$ cat src/rtl/uart_pkg.sv
// Shared UART definitions: FSM state type, frame geometry and baud divisor math.
// The receiver and the planned transmitter both import this package.
package uart_pkg;

    localparam int OVERSAMPLE = 16;
    localparam int DATA_BITS  = 8;

    typedef enum logic [2:0] {
        ST_IDLE,
        ST_START,
        ST_DATA,
        ST_STOP,
        ST_BREAK
    } uart_state_e;

    // Clock cycles per oversample tick, rounded down.
    function automatic int calc_div(input int clk_hz, input int baud);
        return clk_hz / (baud * OVERSAMPLE);
    endfunction

endpackage

$ cat src/rtl/uart_baud_tick.sv
// Oversample tick generator: counts 0..DIV-1 and flags the last count.
// Holding clr keeps the phase at zero so a frame starts on a fresh tick period.
module uart_baud_tick
    import uart_pkg::*;
#(
    parameter int DIV = 10
) (
    input  logic clk,
    input  logic reset,
    input  logic clr,
    output logic tick
);

    localparam int CW = (DIV > 1) ? $clog2(DIV) : 1;
    localparam logic [CW-1:0] LAST = CW'(DIV - 1);

    logic [CW-1:0] cnt_q;

    always_ff @(posedge clk or posedge reset) begin
        if (reset) begin
            cnt_q <= '0;
        end else if (clr || cnt_q == LAST) begin
            cnt_q <= '0;
        end else begin
            cnt_q <= cnt_q + 1'b1;
        end
    end

    assign tick = (cnt_q == LAST) && !clr;

endmodule

$ cat src/rtl/uart_receiver.sv
// 8N1 UART receiver with 16x oversampling, mid-bit sampling, framing-error
// detection with break wait, and a single-entry holding register with overrun.
module uart_receiver
    import uart_pkg::*;
#(
    parameter int CLK_HZ = 50000000,
    parameter int BAUD   = 9600
) (
    input  logic       clk,
    input  logic       reset,
    input  logic       uart_rx,
    output logic [7:0] rx_data,
    output logic       rx_valid,
    input  logic       rx_ack,
    output logic       rx_ferr,
    output logic       rx_overrun
);

    localparam int DIV = calc_div(CLK_HZ, BAUD);
    localparam int PW  = $clog2(OVERSAMPLE);
    localparam int BW  = $clog2(DATA_BITS);
    localparam logic [PW-1:0] HALF_LAST  = PW'(OVERSAMPLE / 2 - 1);
    localparam logic [PW-1:0] PHASE_LAST = PW'(OVERSAMPLE - 1);
    localparam logic [BW-1:0] BIT_LAST   = BW'(DATA_BITS - 1);

    logic                 sync1_q, sync2_q;
    uart_state_e          state_q;
    logic [PW-1:0]        phase_q;
    logic [BW-1:0]        bit_q;
    logic [DATA_BITS-1:0] shift_q;
    logic [7:0]           rx_data_q;
    logic                 rx_valid_q, rx_ferr_q, rx_overrun_q;
    logic                 tick, tick_clr;

    assign tick_clr = (state_q == ST_IDLE);

    uart_baud_tick #(.DIV(DIV)) u_tick (
        .clk   (clk),
        .reset (reset),
        .clr   (tick_clr),
        .tick  (tick)
    );

    // Line idles high, so the synchronizer resets to 1 to avoid a false start.
    always_ff @(posedge clk or posedge reset) begin
        if (reset) begin
            sync1_q <= 1'b1;
            sync2_q <= 1'b1;
        end else begin
            sync1_q <= uart_rx;
            sync2_q <= sync1_q;
        end
    end

    always_ff @(posedge clk or posedge reset) begin
        if (reset) begin
            state_q      <= ST_IDLE;
            phase_q      <= '0;
            bit_q        <= '0;
            shift_q      <= '0;
            rx_data_q    <= 8'h00;
            rx_valid_q   <= 1'b0;
            rx_ferr_q    <= 1'b0;
            rx_overrun_q <= 1'b0;
        end else begin
            rx_ferr_q    <= 1'b0;
            rx_overrun_q <= 1'b0;
            if (rx_ack && rx_valid_q) begin
                rx_valid_q <= 1'b0;
            end
            case (state_q)
                ST_IDLE: begin
                    if (!sync2_q) begin
                        phase_q <= '0;
                        state_q <= ST_START;
                    end
                end
                ST_START: begin
                    if (tick) begin
                        if (phase_q == HALF_LAST) begin
                            phase_q <= '0;
                            bit_q   <= '0;
                            state_q <= sync2_q ? ST_IDLE : ST_DATA;
                        end else begin
                            phase_q <= phase_q + 1'b1;
                        end
                    end
                end
                ST_DATA: begin
                    if (tick) begin
                        phase_q <= phase_q + 1'b1;
                        if (phase_q == PHASE_LAST) begin
                            shift_q <= {sync2_q, shift_q[DATA_BITS-1:1]};
                            if (bit_q == BIT_LAST) begin
                                state_q <= ST_STOP;
                            end else begin
                                bit_q <= bit_q + 1'b1;
                            end
                        end
                    end
                end
                ST_STOP: begin
                    if (tick) begin
                        phase_q <= phase_q + 1'b1;
                        if (phase_q == PHASE_LAST) begin
                            if (sync2_q) begin
                                // An ack in the delivery cycle frees the slot for the new byte.
                                if (!rx_valid_q || rx_ack) begin
                                    rx_data_q  <= shift_q;
                                    rx_valid_q <= 1'b1;
                                end else begin
                                    rx_overrun_q <= 1'b1;
                                end
                                state_q <= ST_IDLE;
                            end else begin
                                rx_ferr_q <= 1'b1;
                                state_q   <= ST_BREAK;
                            end
                        end
                    end
                end
                ST_BREAK: begin
                    if (sync2_q) begin
                        state_q <= ST_IDLE;
                    end
                end
                default: state_q <= ST_IDLE;
            endcase
        end
    end

    assign rx_data    = rx_data_q;
    assign rx_valid   = rx_valid_q;
    assign rx_ferr    = rx_ferr_q;
    assign rx_overrun = rx_overrun_q;

endmodule

$ cat config.mk
export PLATFORM = sky130hd
export DESIGN_NAME = uart_receiver
export DESIGN_NICKNAME = d
export VERILOG_FILES = /design/src/rtl/uart_pkg.sv /design/src/rtl/uart_baud_tick.sv /design/src/rtl/uart_receiver.sv
export SDC_FILE = /design/constraint.sdc
export NUM_CORES = 1
export LEC_CHECK = 0
export CAP_MARGIN = 20
export CORE_MARGIN = 8
export CORE_UTILIZATION = 44
export DETAILED_ROUTE_END_ITERATION = 10
export HOLD_SLACK_MARGIN = 0.1
export SYNTH_ARGS = -nofsm -noshare
export SYNTH_HDL_FRONTEND = slang
export SYNTH_SLANG_ARGS = --single-unit
$ cat constraint.sdc
create_clock -name clk -period 5.2 [get_ports clk]
set_clock_uncertainty 0.15 [all_clocks]
set_input_delay 0.78 -clock clk [delete_from_list [all_inputs] [get_ports clk]]
set_output_delay 0.78 -clock clk [all_outputs]
set_load 0.02 [all_outputs]
# Yosys cells after proc, flatten, opt, wreduce, memory -nomap -nowiden
# Index checks and enable logic that the tools add are counted.
[word_totals]
inputBits = 4
ff_bits = 40
mem_bits_rw = 0
output_inout_bits = 11
latch_bits = 0
rom_bits = 0
word_cells = 87
memories = 0
[op_classes]
n_mul = 0
div_mod_pow = 0
bitwise_logic = 0
shifts = 0
n_lt_le_gt_ge = 0
n_addsub = 3
n_eq_ne = 19
mux = 39
reduce_logical = 15
[op_table]
columns = ["op", "count"]
rows = [
  ["$mux 3", 15],
  ["$ne 2x2->1 const B", 10],
  ["$mux 4", 4],
  ["$mux 1", 15],
  ["$pmux 3 s5", 1],
  ["$pmux 4 s3", 1],
  ["$add 9x1->9 const B", 1],
  ["$eq 9x9->1 const B", 1],
  ["$mux 9", 1],
  ["$reduce_and 9->1", 1],
  ["$eq 3x2->1 const B", 2],
  ["$eq 3x3->1 const B", 2],
  ["$pmux 3 s2", 1],
  ["$reduce_and 6->1", 1],
  ["$reduce_and 5->1", 1],
  ["$add 4x1->4 const B", 1],
  ["$eq 4x3->1 const B", 1],
  ["$eq 4x4->1 const B", 1],
  ["$reduce_and 4->1", 1],
  ["$add 3x1->3 const B", 1],
  ["$eq 3x1->1 const B", 1],
  ["$logic_not 3->1", 1],
  ["$reduce_and 3->1", 1],
  ["$reduce_bool 3->1", 1],
  ["7 further kinds", 10],
]

# Depth between registers and ports, before layout
# Gate-level depths: netlist of run 1.
[depth]
depth_word = 7
ltp_mapped = 7
ltp_nobuf = 6

# By module
# From an unflattened synthesis of run 1, not the netlist that was laid out.
[unflattened]
cells_unflattened = 156
area_unflattened_um2 = 1873.0
[by_module_without_submodules]
columns = ["module", "area_per_inst_um2", "instances", "cells_each"]
rows = [
  ["uart_receiver", 1402.6, 1, 107],
  ["uart_baud_tick", 470.5, 1, 49],
]

# Worst setup path after synthesis of run 1
# OpenSTA, ideal clock, no wires.
[synth_path]
path_kind = "reg2reg"
start = "reg u_tick.cnt_q[0]"
end = "reg rx_data_q[0], in the netlist rx_data[0]"
setup_slack_ns = 3.155
arrival_time_ns = 1.770
n_path_buf = 1
required_ns = 4.925
stages_incl_launch_ff = 8
cell_sequence = "dfrtp_1 -> inv_1 -> ha_1 -> and4b_1 -> and4_4 -> and4_4 -> buf_6 -> mux2_4"
[synth_between]
elab_chain_len = 3
[synth_rtl]
columns = ["element", "line_no", "text"]
rows = [
  ["from (decl)", "uart_baud_tick.sv:17", "logic [CW-1:0] cnt_q;"],
  ["from (signal assigned)", "uart_baud_tick.sv:25", "cnt_q <= cnt_q + 1'b1;"],
  ["$eq 9x9->1", "uart_baud_tick.sv:29", "assign tick = (cnt_q == LAST) && !clr;"],
  ["$logic_and 1x1->1", "uart_baud_tick.sv:29", ""],
  ["$reduce_and 5->1 (no line)", "n/a", ""],
  ["to (signal assigned)", "uart_receiver.sv:109", "rx_data_q <= shift_q;"],
  ["to (decl)", "uart_receiver.sv:31", "logic [7:0] rx_data_q;"],
]
# Every way passes these cells.
# A chain may end at the register's enable or synchronous reset.

# Worst setup path in the final report of run 1
[layout_path]
start = "reg rx_data_q[7], in the netlist rx_data[7]"
end = "out rx_data[7]"
[layout_lines]
columns = ["element", "line_no", "text"]
rows = [
  ["to (decl)", "uart_receiver.sv:12", "output logic [7:0] rx_data,"],
]
# No word-level cell between the ends.

==> flow_metrics.tcl, run 1 <==
set metrics [dict create \
    total_leakage_power_nw 1.03 \
    grt_pass1_wl_um 5950 \
    post_drt_via_cell_ratio 5.26 \
    timing_worst_slew_pin_value_ns 0.500 \
    post_synth_fa_ha_maj_area_fraction_pct 3.21 \
    track_usage_pct 11.1 \
    design.core.area_um2 4320 \
    drc 0 \
    cts_tree "built" \
    final_max_slew_viol_count 0 \
    synth_sequential_area_ratio_pct 51.5 \
    sink_count_of_the_clock_tree 40 \
    maxClockFrequency_ghz 0.454 \
    worstPathBufferInverterCount 1 \
    route.antenna.remaining_nets 0 \
    cp_data_arrival_time_ns 1.27 \
    post_cts.repair.setup_buffers 0 \
    antenna-diode-count 0 \
    final_net_count 190 \
    setup_tns_ns 0 \
    firstDrtPassIters 4 \
    initial_utilization_pct 45.1 \
    mappedNetlistArea_um2 1950 \
    synth_edf_count 0 \
    netlist-cell-type-count 39 \
    routed-via-count 1232 \
    io_pins 15 \
    final_hold_viol_count 0 \
    cts_buffers 5 \
    yosys.area_share.simple_pct 17.5 \
    synth_xor_xnor_area_share_pct 4.04 \
    synth-warning-count 0 \
    setup_violations 0 \
    syn2layout_area_growth_pct 14.4 \
    globalplace.congestion 0.801 \
    max_stage_delay_ns 0.62 \
    chip_height_um 82.6 \
    synth_net_count 174 \
    synth_compound_area_share_pct 6.48 \
    post_cts_hold_fix_bufs 0 \
    setup.worst_path.end_class "output pin" \
    dominantRegCellSynth "sky130_fd_sc_hd__dfrtp_1" \
    antenna_found_initial 0 \
    place.detailed.hpwl_um 2450 \
    clock_insertion_delay_worst_skew_ns 0.29 \
    placementRows 24 \
    globalRouteOverflowTotal 0 \
    crit_path_start_kind "flip-flop" \
    slowest_stage "sky130_fd_sc_hd__clkdlybuf4s50_1" \
    relSlewSlack_pct 66.6 \
    synthArstFlopShare_pct 100 \
    period_share_pct 42.4 \
    netlist_top_cells_area "sky130_fd_sc_hd__dfrtp_1, sky130_fd_sc_hd__mux2_2, sky130_fd_sc_hd__mux2_4, sky130_fd_sc_hd__xor2_1, sky130_fd_sc_hd__ha_1" \
    synth_mux_area_share_pct 13.5 \
    cp.required_ns 4.27 \
    path_class "reg2out" \
    pin_count_of_the_biggest_net_entering_global_routing 41 \
    number_of_register_bits_inferred_by_synthesis 40 \
    dieArea_um2 6820 \
    critical_path.cell_chain "clkdlybuf4s50_1" \
    synth_largest_type_area_fraction_pct 48.8 \
    syn_inst 165 \
    routed_wire_length_per_instance_um 14.7 \
    clkTransAtPathRegs_ns 0.08 \
    worstPathMaxFanout 2 \
    synth_area_per_cell_um2 11.8 \
    period_needed_ns 2.20 \
    p_total_mw 0.573 \
    grt_pass1_vias 1299 \
    reported_max_cap_violation_count 0 \
    min-delay-path-class "reg2reg" \
    ctsResizeCount 0 \
    power-per-cell-area_nw_per_um2 257 \
    cts-root-buf "sky130_fd_sc_hd__clkbuf_8" \
    share_of_post_route_cells_with_drive_strength_above_1_pct 20.3 \
    drt_wl_total_um 3450 \
    clockBufferDepth 2 \
    timing.critical_path.max_delay_family "buffers and inverters" \
    rsz_0062_raised_after_global_routing "false" \
    peakVddDrop_v 0.000159 \
    h-tree-depth 2 \
    run_status "completed" \
    post-synth-top-area-cell "sky130_fd_sc_hd__dfrtp_1" \
    die-width_um 82.6 \
    largest_family_of_logic_cells_by_synthesized_area "simple AND/OR/NAND/NOR gates" \
    drt_iter0_drc 97 \
    count_of_buffers_inserted_at_the_top_level_ports 14 \
]
path summary, 6_finish.rpt:
| kind | start | to | slack [ns] | cells after the start |
|---|---|---|---|---|
| worst min register to register | sync1_q | sync2_q | 0.21 | 0 |
| worst max-delay path | rx_data[7] | rx_data[7] | 3.00 | 1 |
| max in group asynchronous | reset | sync2_q | 3.76 | 3 |
| worst max register to register | u_tick.cnt_q[0] | rx_data[4] | 3.03 | 6 |
| worst min-delay path | sync1_q | sync2_q | 0.21 | 0 |
| min in group asynchronous | reset | rx_data[1] | 0.77 | 3 |
logic make-up (layout without fill, tap and decap cells):
| kind of cell | count (synthesis) | after routing |
|---|---|---|
| adder cells (fa/ha/maj) | 5 | 5 |
| buffers and inverters | 14 | 31 |
| XOR/XNOR | 9 | 9 |
| multiplexers | 21 | 21 |
| AO/OA/AOI/OAI | 17 | 17 |
| AND/OR/NAND/NOR | 59 | 59 |
| flip-flops | 40 | 40 |
metal layers:
| layer | share of wire (%) | GRT usage, % | vias to the layer above |
|---|---|---|---|
| li1 | - | - | 616 |
| met1 | 50 | 14.6 | 600 |
| met2 | 46 | 17.0 | 16 |
| met3 | 4.3 | 4.11 | 0 |
| met4 | 0 | 2.59 | 0 |
| met5 | 0 | 0 | - |
layout by cell type (no fill, tap or decap), types with 3 or more instances in the layout:
| cell | instances |
|---|---|
| sky130_fd_sc_hd__dfrtp_1 | 38 |
| sky130_fd_sc_hd__ha_1 | 5 |
| sky130_fd_sc_hd__nand4_1 | 3 |
| sky130_fd_sc_hd__mux2_2 | 11 |
| sky130_fd_sc_hd__nand2b_1 | 3 |
| sky130_fd_sc_hd__nand2_1 | 11 |
| sky130_fd_sc_hd__nand3_1 | 7 |
| sky130_fd_sc_hd__clkbuf_8 | 5 |
| sky130_fd_sc_hd__mux2_4 | 8 |
| sky130_fd_sc_hd__nor2_1 | 15 |
| sky130_fd_sc_hd__and3_1 | 5 |
| sky130_fd_sc_hd__nor3_1 | 3 |
| sky130_fd_sc_hd__inv_1 | 8 |
| sky130_fd_sc_hd__a21oi_1 | 4 |
| sky130_fd_sc_hd__xor2_1 | 8 |
| sky130_fd_sc_hd__clkdlybuf4s50_1 | 14 |
through the flow:
step                      instance area [um^2]  std cells  utilization (%)  hold WS [ns]  setup slack, ns
after CTS                                 2230        234             51.6         0.208             2.97
final                                     2230        234             51.6         0.207             3.00
after global routing                      2230        234             51.6         0.212             2.94
after global placement                    2120        226             49.0         0.197             2.92
after floorplan                           1950        165                -         0.195             3.16
after detailed placement                  2120        226             49.0         0.197             2.89
flip-flops by register name (all words and copies together), names as in the netlist, 3 cells and up:
name and count:
bit_q 3, phase_q 4, rx_data 8, shift_q 8, state_q 3, u_tick.cnt_q 9
layout make-up:
| class | instances | area [um^2] |
|---|---|---|
| sequential | 40 | 1000 |
| inverter | 8 | 30.0 |
| fill | 387 | 2090 |
| tap | 52 | 65.1 |
| clock buffer | 5 | 68.8 |
| multi-input combinational | 111 | 873 |
| timing repair buffer | 15 | 148 |
| clock inverter | 3 | 42.5 |
synth_stat cells (4+ instances only):
master,number
sky130_fd_sc_hd__mux2_4,8
sky130_fd_sc_hd__nand2_1,11
sky130_fd_sc_hd__xor2_1,8
sky130_fd_sc_hd__inv_1,8
sky130_fd_sc_hd__a21oi_1,4
sky130_fd_sc_hd__ha_1,5
sky130_fd_sc_hd__nand3_1,7
sky130_fd_sc_hd__mux2_2,11
sky130_fd_sc_hd__nor2_1,15
sky130_fd_sc_hd__buf_2,4
sky130_fd_sc_hd__and3_1,5
sky130_fd_sc_hd__dfrtp_1,38
power breakdown:
group	switching, mW	internal (mW)	leakage (nW)	total, mW
Sequential	0.00118	0.312	0.537	0.313
Clock	0.108	0.142	0.0541	0.250
Combinational	0.00624	0.00272	0.435	0.00896
Total	0.116	0.457	1.03	0.573
Power figures use the tool's default switching activity.
==> run 2, diff against run 1 <==
Settings changed: PLACE_DENSITY set to 0.65.
Clock period 5.2 ns to 1.85 ns, I/O delays scaled along.
==> run 2 against run 1 <==
Wire length up 23%. Core utilization up 9.8 points. Design area up 19%. Global-route usage up 2.3 points. Sequential cell count unchanged. Sequential share of layout area down 7.1 points. The flow now finishes with violations (setup timing). Clock power rose to 2.9 times the previous value. Register-to-register slack worse by 3.2 ns. Count of clock-buffer cells in the layout unchanged. Critical path depth up 5.
==> flow_metrics.tcl, run 2 (synthesized netlist as in run 1, its figures left out) <==
set metrics [dict create \
    period_share_pct 107 \
    critical_path.cell_chain "inv_2 > ha_4 > and4b_2 > and4_4 > and4_4 > mux2_4" \
    clock_insertion_delay_worst_skew_ns 0.29 \
    max_stage_delay_ns 0.40 \
    cts-root-buf "sky130_fd_sc_hd__clkbuf_8" \
    die-width_um 82.6 \
    crit_path_start_kind "flip-flop" \
    grt_pass1_wl_um 7020 \
    power-per-cell-area_nw_per_um2 614 \
    chip_height_um 82.6 \
    globalRouteOverflowTotal 0 \
    post_drt_via_cell_ratio 5.35 \
    clockBufferDepth 2 \
    route.antenna.remaining_nets 0 \
    pin_count_of_the_biggest_net_entering_global_routing 41 \
    violated_checks "setup timing" \
    multi_input_area_um2 940 \
    fillers 357 \
    timing_worst_slew_pin_value_ns 0.317 \
    cts_tree "built" \
    routed-via-count 1477 \
    place.detailed.hpwl_um 3010 \
    final_cell_mix "sky130_fd_sc_hd__dfrtp_1, sky130_fd_sc_hd__buf_4, sky130_fd_sc_hd__nor2_1, sky130_fd_sc_hd__clkdlybuf4s50_1, sky130_fd_sc_hd__mux2_2" \
    run_status "complete, but fails checks" \
    antenna-diode-count 0 \
    dieArea_um2 6820 \
    path_common_cell "sky130_fd_sc_hd__and4_4" \
    clkTransAtPathRegs_ns 0.08 \
    flip_flop_count_of_the_largest_register_after_layout 9 \
    grt_pass1_vias 1493 \
    h-tree-depth 2 \
    post-route-worst-setup-slack_ns -0.133 \
    post_layout_nonfiller_instances 276 \
    min-delay-path-class "in2async" \
    worstPathBufferInverterCount 1 \
    path_class "reg2reg" \
    slowest_stage "sky130_fd_sc_hd__dfrtp_1" \
    placementRows 24 \
    total_leakage_power_nw 1.27 \
    detailed_place.area_um2 2380 \
    seq_area_um2 1010 \
    globalplace.congestion 0.838 \
    track_usage_pct 13.4 \
    design.core.area_um2 4320 \
    initial_utilization_pct 45.1 \
    reported_max_cap_violation_count 0 \
    worstPathMaxFanout 8 \
    drt_wl_total_um 4230 \
    drc 0 \
    sink_count_of_the_clock_tree 40 \
    syn2layout_area_growth_pct 36.2 \
    setup.worst_path.end_class "flip-flop" \
    share_of_post_route_cells_with_drive_strength_above_1_pct 42.4 \
    rsz_0062_raised_after_global_routing "true" \
    register_ranked_first_by_flip_flop_count "u_tick.cnt_q" \
    setup_violations 22 \
    placed_cells_incl_taps 258 \
    routed_wire_length_per_instance_um 15.3 \
    p_total_mw 1.63 \
    final_net_count 232 \
    final_hold_viol_count 0 \
    cp_data_arrival_time_ns 2.01 \
    final_max_slew_viol_count 0 \
    count_of_buffers_inserted_at_the_top_level_ports 14 \
    finish.instance_area_um2 2660 \
    relSlewSlack_pct 78.7 \
    io_pins 15 \
    firstDrtPassIters 4 \
    cp.required_ns 1.88 \
    cts_buffers 5 \
    period_needed_ns 1.98 \
    timing.critical_path.max_delay_family "simple AND/OR/NAND/NOR gates" \
    drt_iter0_drc 41 \
    maxClockFrequency_ghz 0.504 \
    antenna_found_initial 0 \
    peakVddDrop_v 0.000440 \
]
## run 2: cell count changes in the layout (fill, tap and decap cells not counted), sizes merged
cell,previous run,this run
clkinv,1,2
clkinvlp,1,0
buf,1,43
## run 2: repair_timing
item                       in CTS  in global routing
cloned                          0                  0
pin swaps                       6                  9
gates resized for setup         5                 20
buffers inserted                2                  8
setup endpoints to repair      24                 31
hold buffers                    0                  0
## run 2: final cells by class
type / count / area share [%]
Clock buffer: 5 / 2.59
Clock inverter: 3 / 1.79
Inverter: 8 / 1.13
Multi-Input combinational cell: 111 / 35.4
Sequential cell: 40 / 37.9
Tap cell: 52 / 2.45
Timing Repair Buffer: 57 / 18.8
## run 2: path summary, 6_finish.rpt
check,slack (ns),from,to,cells past startpoint
setup / recovery,-0.13,u_tick.cnt_q[1],rx_data[7],6
hold / removal,0.20,reset,rx_data[6],3
hold reg to reg,0.21,sync1_q,sync2_q,0
max in group asynchronous,1.10,reset,sync2_q,3
setup reg to reg,-0.13,u_tick.cnt_q[1],rx_data[7],6
min in group clk,0.21,sync1_q,sync2_q,0
## run 2: through the flow
step	TNS [ns]	hold WS [ns]	utilization, %	setup slack (ns)
2_1_floorplan	-1.73	0.132	-	-0.184
3_3_place_gp	-1.59	0.198	55.1	-0.131
3_5_place_dp	-2.66	0.201	55.1	-0.179
4_1_cts	-1.52	0.208	58.4	-0.127
5_1_grt	-2.74	0.215	61.4	-0.167
6_report	-1.68	0.203	61.4	-0.133
## run 2: report_power, final
part / total [mW] / switching (mW) / internal [mW] / leakage (nW)
logic: 0.0328 / 0.0208 / 0.0120 / 0.674
registers: 0.879 / 0.00112 / 0.877 / 0.534
clock network: 0.719 / 0.313 / 0.406 / 0.0583
## run 2: worst min-delay path, delay by kind of cell
kind	cells	cell delay, ns
buf+inv	3	0.74
## run 2: per-layer routing
layer	global-route usage, %	share of wire, %	up-vias
li1	-	-	701
met1	16.0	43	745
met2	22.4	51	21
met3	3.79	4.0	10
met4	5.00	1.8	0
met5	0	0	-
==> run 3, diff against run 2 <==
Settings changed: CTS_BUF_LIST set to sky130_fd_sc_hd__clkbuf_8.
==> results of run 3 <==
No change in the layout: final DEF, timing and power equal those of run 2.
